<file path="config.mk">
export PLATFORM = sky130hd
export DESIGN_NAME = alu_operand_stage
export DESIGN_NICKNAME = d
export VERILOG_FILES = /design/src/rtl/riscv_pkg.sv /design/src/rtl/alu_decode.sv /design/src/rtl/alu_operand_stage.sv
export SDC_FILE = /design/constraint.sdc
export NUM_CORES = 1
export LEC_CHECK = 0
export CAP_MARGIN = 30
export CELL_PAD_IN_SITES_DETAIL_PLACEMENT = 1
export CELL_PAD_IN_SITES_GLOBAL_PLACEMENT = 2
export CORE_AREA = 2 2 170 172
export CTS_CLUSTER_SIZE = 14
export DETAILED_ROUTE_END_ITERATION = 7
export DIE_AREA = 0 0 172 174
export HOLD_SLACK_MARGIN = 0.08
export PLACE_DENSITY_LB_ADDON = 0.1
export SLEW_MARGIN = 40
export SYNTH_ARGS = -nofsm -noshare
export SYNTH_HDL_FRONTEND = slang
export SYNTH_SLANG_ARGS = --single-unit
</file>
<file path="constraint.sdc">
create_clock -name clk -period 16 [get_ports clk]
set_input_delay 3.2 -clock clk [delete_from_list [all_inputs] [get_ports clk]]
set_output_delay 3.2 -clock clk [all_outputs]
set_load 0.02 [all_outputs]
</file>
<file path="src/rtl/riscv_pkg.sv">
`default_nettype none
// +------------------------------------------------------------------+
// | riscv_pkg                                                        |
// | Shared RV32I constants, ALU op encodings and forwarding helper.  |
// | Rev 1.0                                                          |
// +------------------------------------------------------------------+
package riscv_pkg;

  localparam int XLEN = 32;
  localparam int RA_W = 5;

  localparam logic [6:0] OP_R     = 7'b0110011;
  localparam logic [6:0] OP_IMM   = 7'b0010011;
  localparam logic [6:0] OP_LUI   = 7'b0110111;
  localparam logic [6:0] OP_AUIPC = 7'b0010111;

  typedef enum logic [2:0] {
    ALU_ADD = 3'b000,
    ALU_SUB = 3'b001,
    ALU_OR  = 3'b010,
    ALU_ULT = 3'b011,
    ALU_AND = 3'b100,
    ALU_XOR = 3'b101,
    ALU_SLL = 3'b110,
    ALU_SRL = 3'b111
  } alu_op_e;

  typedef enum logic [1:0] {
    A_ZERO = 2'b00,
    A_RS1  = 2'b01,
    A_PC   = 2'b10
  } a_sel_e;

  typedef enum logic [1:0] {
    B_ZERO = 2'b00,
    B_RS2  = 2'b01,
    B_IMM  = 2'b10
  } b_sel_e;

  // x0 reads zero; the younger EX/MEM result wins over MEM/WB.
  function automatic logic [XLEN-1:0] fwd_select(
    input logic [RA_W-1:0] rs,
    input logic [XLEN-1:0] reg_data,
    input logic            ex_we,
    input logic [RA_W-1:0] ex_rd,
    input logic [XLEN-1:0] ex_data,
    input logic            wb_we,
    input logic [RA_W-1:0] wb_rd,
    input logic [XLEN-1:0] wb_val
  );
    if (rs == '0)
      return '0;
    else if (ex_we && (ex_rd == rs))
      return ex_data;
    else if (wb_we && (wb_rd == rs))
      return wb_val;
    else
      return reg_data;
  endfunction

endpackage
`default_nettype wire

</file>
<file path="src/rtl/alu_decode.sv">
`default_nettype none
// +------------------------------------------------------------------+
// | alu_decode                                                       |
// | Maps opcode/funct3/funct7b5 to ALU op, operand selects, illegal. |
// | Rev 1.0                                                          |
// +------------------------------------------------------------------+
module alu_decode
  import riscv_pkg::*;
(
  input  logic [6:0] i_opcode,
  input  logic [2:0] i_funct3,
  input  logic       i_funct7b5,
  output alu_op_e    o_alu_op,
  output logic       o_illegal,
  output a_sel_e     o_a_sel,
  output b_sel_e     o_b_sel
);

  logic    w_is_r;
  logic    w_f3_ok;
  alu_op_e w_f3_op;

  assign w_is_r = (i_opcode == OP_R);

  always_comb begin
    w_f3_ok = 1'b1;
    w_f3_op = ALU_ADD;
    case (i_funct3)
      3'b000:  w_f3_op = (w_is_r && i_funct7b5) ? ALU_SUB : ALU_ADD;
      3'b001:  w_f3_op = ALU_SLL;
      3'b011:  w_f3_op = ALU_ULT;
      3'b100:  w_f3_op = ALU_XOR;
      3'b110:  w_f3_op = ALU_OR;
      3'b111:  w_f3_op = ALU_AND;
      // funct7b5 set here selects arithmetic shift, which this ALU lacks
      3'b101: begin
        if (i_funct7b5) w_f3_ok = 1'b0;
        else            w_f3_op = ALU_SRL;
      end
      default: w_f3_ok = 1'b0;
    endcase
  end

  always_comb begin
    o_alu_op  = ALU_ADD;
    o_illegal = 1'b0;
    o_a_sel   = A_ZERO;
    o_b_sel   = B_ZERO;
    case (i_opcode)
      OP_R, OP_IMM: begin
        if (w_f3_ok) begin
          o_alu_op = w_f3_op;
          o_a_sel  = A_RS1;
          o_b_sel  = w_is_r ? B_RS2 : B_IMM;
        end else begin
          o_illegal = 1'b1;
        end
      end
      OP_LUI: begin
        o_b_sel = B_IMM;
      end
      OP_AUIPC: begin
        o_a_sel = A_PC;
        o_b_sel = B_IMM;
      end
      default: o_illegal = 1'b1;
    endcase
  end

endmodule
`default_nettype wire

</file>
<file path="src/rtl/alu_operand_stage.sv">
`default_nettype none
// +------------------------------------------------------------------+
// | alu_operand_stage                                                |
// | Execute-entry register: decode, forwarding, load-use stall.      |
// | Rev 1.0                                                          |
// +------------------------------------------------------------------+
module alu_operand_stage
  import riscv_pkg::*;
(
  input  logic            clk,
  input  logic            rst,
  input  logic            flush,
  input  logic            in_valid,
  output logic            in_ready,
  input  logic [XLEN-1:0] in_pc,
  input  logic [XLEN-1:0] in_rs1_data,
  input  logic [XLEN-1:0] in_rs2_data,
  input  logic [XLEN-1:0] in_imm,
  input  logic [RA_W-1:0] in_rs1,
  input  logic [RA_W-1:0] in_rs2,
  input  logic [RA_W-1:0] in_rd,
  input  logic [6:0]      in_opcode,
  input  logic [2:0]      in_funct3,
  input  logic            in_funct7b5,
  input  logic            exm_wr_en,
  input  logic            exm_is_load,
  input  logic [RA_W-1:0] exm_rd,
  input  logic [XLEN-1:0] exm_data,
  input  logic            wb_wr_en,
  input  logic [RA_W-1:0] wb_rd,
  input  logic [XLEN-1:0] wb_data,
  output logic            out_valid,
  input  logic            out_ready,
  output logic [XLEN-1:0] alu_a,
  output logic [XLEN-1:0] alu_b,
  output logic [2:0]      alu_op,
  output logic [RA_W-1:0] out_rd,
  output logic            out_reg_write,
  output logic            illegal
);

  logic            r_vld;
  logic [XLEN-1:0] r_pc;
  logic [XLEN-1:0] r_rs1_data;
  logic [XLEN-1:0] r_rs2_data;
  logic [XLEN-1:0] r_imm;
  logic [RA_W-1:0] r_rs1;
  logic [RA_W-1:0] r_rs2;
  logic [RA_W-1:0] r_rd;
  logic [6:0]      r_opcode;
  logic [2:0]      r_funct3;
  logic            r_funct7b5;

  alu_op_e         w_alu_op;
  logic            w_illegal;
  a_sel_e          w_a_sel;
  b_sel_e          w_b_sel;
  logic [XLEN-1:0] w_rs1_val;
  logic [XLEN-1:0] w_rs2_val;
  logic            w_hazard;
  logic            w_capture;
  logic            w_release;

  alu_decode u_decode (
    .i_opcode   (r_opcode),
    .i_funct3   (r_funct3),
    .i_funct7b5 (r_funct7b5),
    .o_alu_op   (w_alu_op),
    .o_illegal  (w_illegal),
    .o_a_sel    (w_a_sel),
    .o_b_sel    (w_b_sel)
  );

  assign w_rs1_val = fwd_select(r_rs1, r_rs1_data, exm_wr_en, exm_rd, exm_data,
                                wb_wr_en, wb_rd, wb_data);
  assign w_rs2_val = fwd_select(r_rs2, r_rs2_data, exm_wr_en, exm_rd, exm_data,
                                wb_wr_en, wb_rd, wb_data);

  // A load in EX/MEM has no data yet, so only sources actually read can stall.
  assign w_hazard = r_vld && exm_is_load && exm_wr_en && (exm_rd != '0) &&
                    (((w_a_sel == A_RS1) && (exm_rd == r_rs1)) ||
                     ((w_b_sel == B_RS2) && (exm_rd == r_rs2)));

  assign out_valid = r_vld && !w_hazard;
  assign w_release = out_valid && out_ready;
  assign in_ready  = !r_vld || w_release;
  assign w_capture = in_valid && in_ready && !flush;

  always_ff @(posedge clk or posedge rst) begin
    if (rst) begin
      r_vld      <= 1'b0;
      r_pc       <= '0;
      r_rs1_data <= '0;
      r_rs2_data <= '0;
      r_imm      <= '0;
      r_rs1      <= '0;
      r_rs2      <= '0;
      r_rd       <= '0;
      r_opcode   <= '0;
      r_funct3   <= '0;
      r_funct7b5 <= 1'b0;
    end else begin
      if (flush)
        r_vld <= 1'b0;
      else if (w_capture)
        r_vld <= 1'b1;
      else if (w_release)
        r_vld <= 1'b0;

      if (w_capture) begin
        r_pc       <= in_pc;
        r_rs1_data <= in_rs1_data;
        r_rs2_data <= in_rs2_data;
        r_imm      <= in_imm;
        r_rs1      <= in_rs1;
        r_rs2      <= in_rs2;
        r_rd       <= in_rd;
        r_opcode   <= in_opcode;
        r_funct3   <= in_funct3;
        r_funct7b5 <= in_funct7b5;
      end
    end
  end

  always_comb begin
    alu_a = '0;
    case (w_a_sel)
      A_RS1:   alu_a = w_rs1_val;
      A_PC:    alu_a = r_pc;
      default: alu_a = '0;
    endcase
  end

  always_comb begin
    alu_b = '0;
    case (w_b_sel)
      B_RS2:   alu_b = w_rs2_val;
      B_IMM:   alu_b = r_imm;
      default: alu_b = '0;
    endcase
  end

  assign alu_op        = w_alu_op;
  assign out_rd        = r_rd;
  assign illegal       = r_vld && w_illegal;
  assign out_reg_write = r_vld && !w_illegal && (r_rd != '0);

endmodule
`default_nettype wire

</file>
==> metrics <==
met2 track demand over resource roughly a third; first-pass GRT wire length about 45000 µm; Layout Area Growth over Synthesis 49.6%; Die Wd 172 µm; height of the chip approximately 170 µm; clk_lat worst skew between 400 and 500 ps; Post-Syn Instances roughly 680; CTS Root Buffer Type clkbuf_16; Max clock buf depth 2; Fillers 3052; Top Usage Layer GRT met2; M3 GR Usage ~6.4%; Synth Cell Area approximately 8300 µm²; via count 6612; gr usage total 20.3%; Setup Buffers After CTS 0; core region area around 28000 µm²; Inst Count DP approximately 1300; port buffer count 311; largest net degree at the start of global routing 96; Yosys Warn Count 0; grt met1 use a little over a quarter; max-slew violations 0; CTS clk-pin slew, worst paths about 60 ps; reg-to-reg startpoint r_opcode[4]$_DFFE_PP0P_; GPL Wtd Cong between 0.7 and 0.8; Syn Nets about 900; Hold Violations, Final 0; Mean Syn Cell Area approximately 12 µm²; FFs w/ async S/R, synth 100%; P_leak just under 5 nW; Tmin final between 9000 and 10000 ps; CP Capture Type output pin; PwrDens approximately 94 nW/µm²; Synth cell types 40; Multi-input gate area 4060 µm²; crit-path max FO 32; H-tree level count 4; Critical Path RT about 13000 ps; Worst setup SP type input port; Setup CP Type in2out; Synth top area share approximately 46%; nets around 1200; register area roughly 3900 µm²; Setup TNS 0 ps; maximum VDD drop between 0.00006 and 0.00007 V; FP Rows 62; ANT nets after route 0; CTS buffer count 17; EDFF count, synth 0; Max stage delay cell, worst path clkdlybuf4s50_1; most frequent cells after synthesis dfrtp_1 (155), mux2_2 (94), nand2_1 (73), mux2i_1 (64), o221ai_1 (64); Worst Hold End r_rs1_data[13]$_DFFE_PP0P_; unrepaired setup endpoints after global routing no; most frequent CP cell clkdlybuf4s50_1; max-cap viol count 0; Initial Utilization just under 30%; final non-filler cell total 1374; drt first pass iters 4; Overflow after GRT 0; reg2reg path depth 13; top_reg_cell synth dfrtp_1; CP cell instances clkdlybuf4s50_1, xor2_1, nor4_1, and3_2, buf_4, mux2i_1, o221ai_1, clkdlybuf4s50_1; vias in the first global route slightly above 7000; DR vias/cell ~4.8; Min-Delay Path Class reg2reg; slew margin rel. 48.4%; post-layout util between 40 and 50%; Slew @ Worst Pin approximately 770 ps; Fin Clk Skew 11.1 ps; CTS tree built; I/O pin count roughly 310; Period Utilization, post-route ~58%; R2R Path End r_rs2_data[25]$_DFFE_PP0P_; R2R setup slack between 10000 and 15000 ps; HPWL Detailed 20900 µm; Worst path max stage delay between 600 and 700 ps; status complete, no violations; Initial DRC Count around 190; Hold Buf Count CTS 0; final wirelength 30000 µm; area leader, netlist dfrtp_1; HP Start r_rs1_data[13]$_DFFE_PP0P_; ranking of synthesized cells by area dfrtp_1 (46%), mux2_2 (13%), mux2_4 (11%), mux2i_1 (7.7%), o221ai_1 (6.7%); # clock sinks roughly 160; sequential fraction of the synthesis area a little under half; WL/cell approximately 22 µm; FMAX between 0.1 and 0.15 GHz; WP data arrival roughly 6000 ps; cts repair resizes 0; initial antenna violation count 5; Die ar. roughly 30000 µm²; Hold Path Stages 1; #FFs+latches synth roughly 160; DRC 0; worst hold slack between 500 and 600 ps; share of cells above drive strength 1 between 20% and 30%; most common cell in the synthesized netlist dfrtp_1; Final setup viols 0
## cells in the final DEF, fill, tap and decap left out, types with 3 or more instances in the layout
| cell type | n |
|---|---|
| nor2_1 | 11 |
| mux2i_1 | 64 |
| mux2_2 | 94 |
| ha_1 | 4 |
| o21ai_0 | 3 |
| a21oi_1 | 3 |
| inv_1 | 40 |
| clkbuf_8 | 3 |
| dfrtp_1 | 155 |
| o221ai_1 | 64 |
| xor2_1 | 8 |
| clkinvlp_4 | 5 |
| nand3_1 | 7 |
| clkdlybuf4s50_1 | 311 |
| diode_2 | 4 |
| mux2_4 | 60 |
| nand2_1 | 73 |
| clkbuf_16 | 17 |
| inv_8 | 3 |
| xnor2_1 | 12 |
| nor3_1 | 3 |
| buf_4 | 6 |
| buf_6 | 3 |
## power by group
group / total, mW / switching [mW] / internal (mW)
Sequential: 0.509 / 0.0475 / 0.462
Combinational: 0.245 / 0.0872 / 0.158
Clock: 0.424 / 0.180 / 0.244
Total: 1.18 / 0.315 / 0.863
## worst max-delay path, delay by kind of cell
family                    cells  cell delay, ps
AOI/OAI and AO/OA             1             220
and+or+nand+nor               2             470
muxes                         1             200
buffers and inverters         3            1730
xor gates and xnor gates      1             160
## cells by family (layout without fill, tap and decap cells)
logic type	after synthesis	after routing	synth area share, %
mux	218	218	31.2
flops	155	155	46.5
simple gates	108	108	5.47
buf+inv	87	397	5.56
compound gates	84	84	8.59
xor+xnor	20	20	2.10
fa+ha+maj	4	4	0.600
other cells	0	4	0
## worst max-delay path by stage
stage               slack, ps         to      start  depth (start not counted)
floorplan                8190  alu_b[10]   wb_rd[3]                          7
global placement         6650  alu_a[25]  exm_rd[1]                          7
detailed placement       6760  alu_a[13]   wb_rd[3]                          8
CTS                      6750  alu_a[13]   wb_rd[3]                          8
global route             6590  alu_a[19]   wb_rd[2]                          8
finish                   6800  alu_a[28]   wb_rd[2]                          8
## layer usage
metal	vias to the layer above	part of all wire, %
met5	-	0.053
met4	2	1.3
met3	20	7.2
met2	202	46
met1	3337	45
li1	3051	-
## through the flow
stage	power, mW	worst slack [ps]	cell area [µm²]
CTS	1.19	6750	12500
detailed placement	0.762	6760	11900
finish	1.18	6800	12500
floorplan	0.657	8190	8340
global route	1.24	6590	12500
global placement	0.757	6650	11800
## final cells by class
class | instances | share of cell area, %
Multi-Input combinational cell | 434 | 32.6
Sequential cell | 155 | 31.1
Timing Repair Buffer | 324 | 26.3
Tap cell | 384 | 3.85
Clock buffer | 20 | 3.74
Inverter | 41 | 1.29
Clock inverter | 12 | 1.11
Antenna cell | 4 | 0.0802
## registers in the layout, indices dropped and copies added (netlist names)
register	flops
r_funct3	3
r_funct7b5	1
out_rd	5
r_imm	32
r_rs1	5
r_opcode	7
r_pc	32
r_vld	1
r_rs2	5
r_rs2_data	32
r_rs1_data	32
No activity file was read; power rests on OpenSTA's default activity.
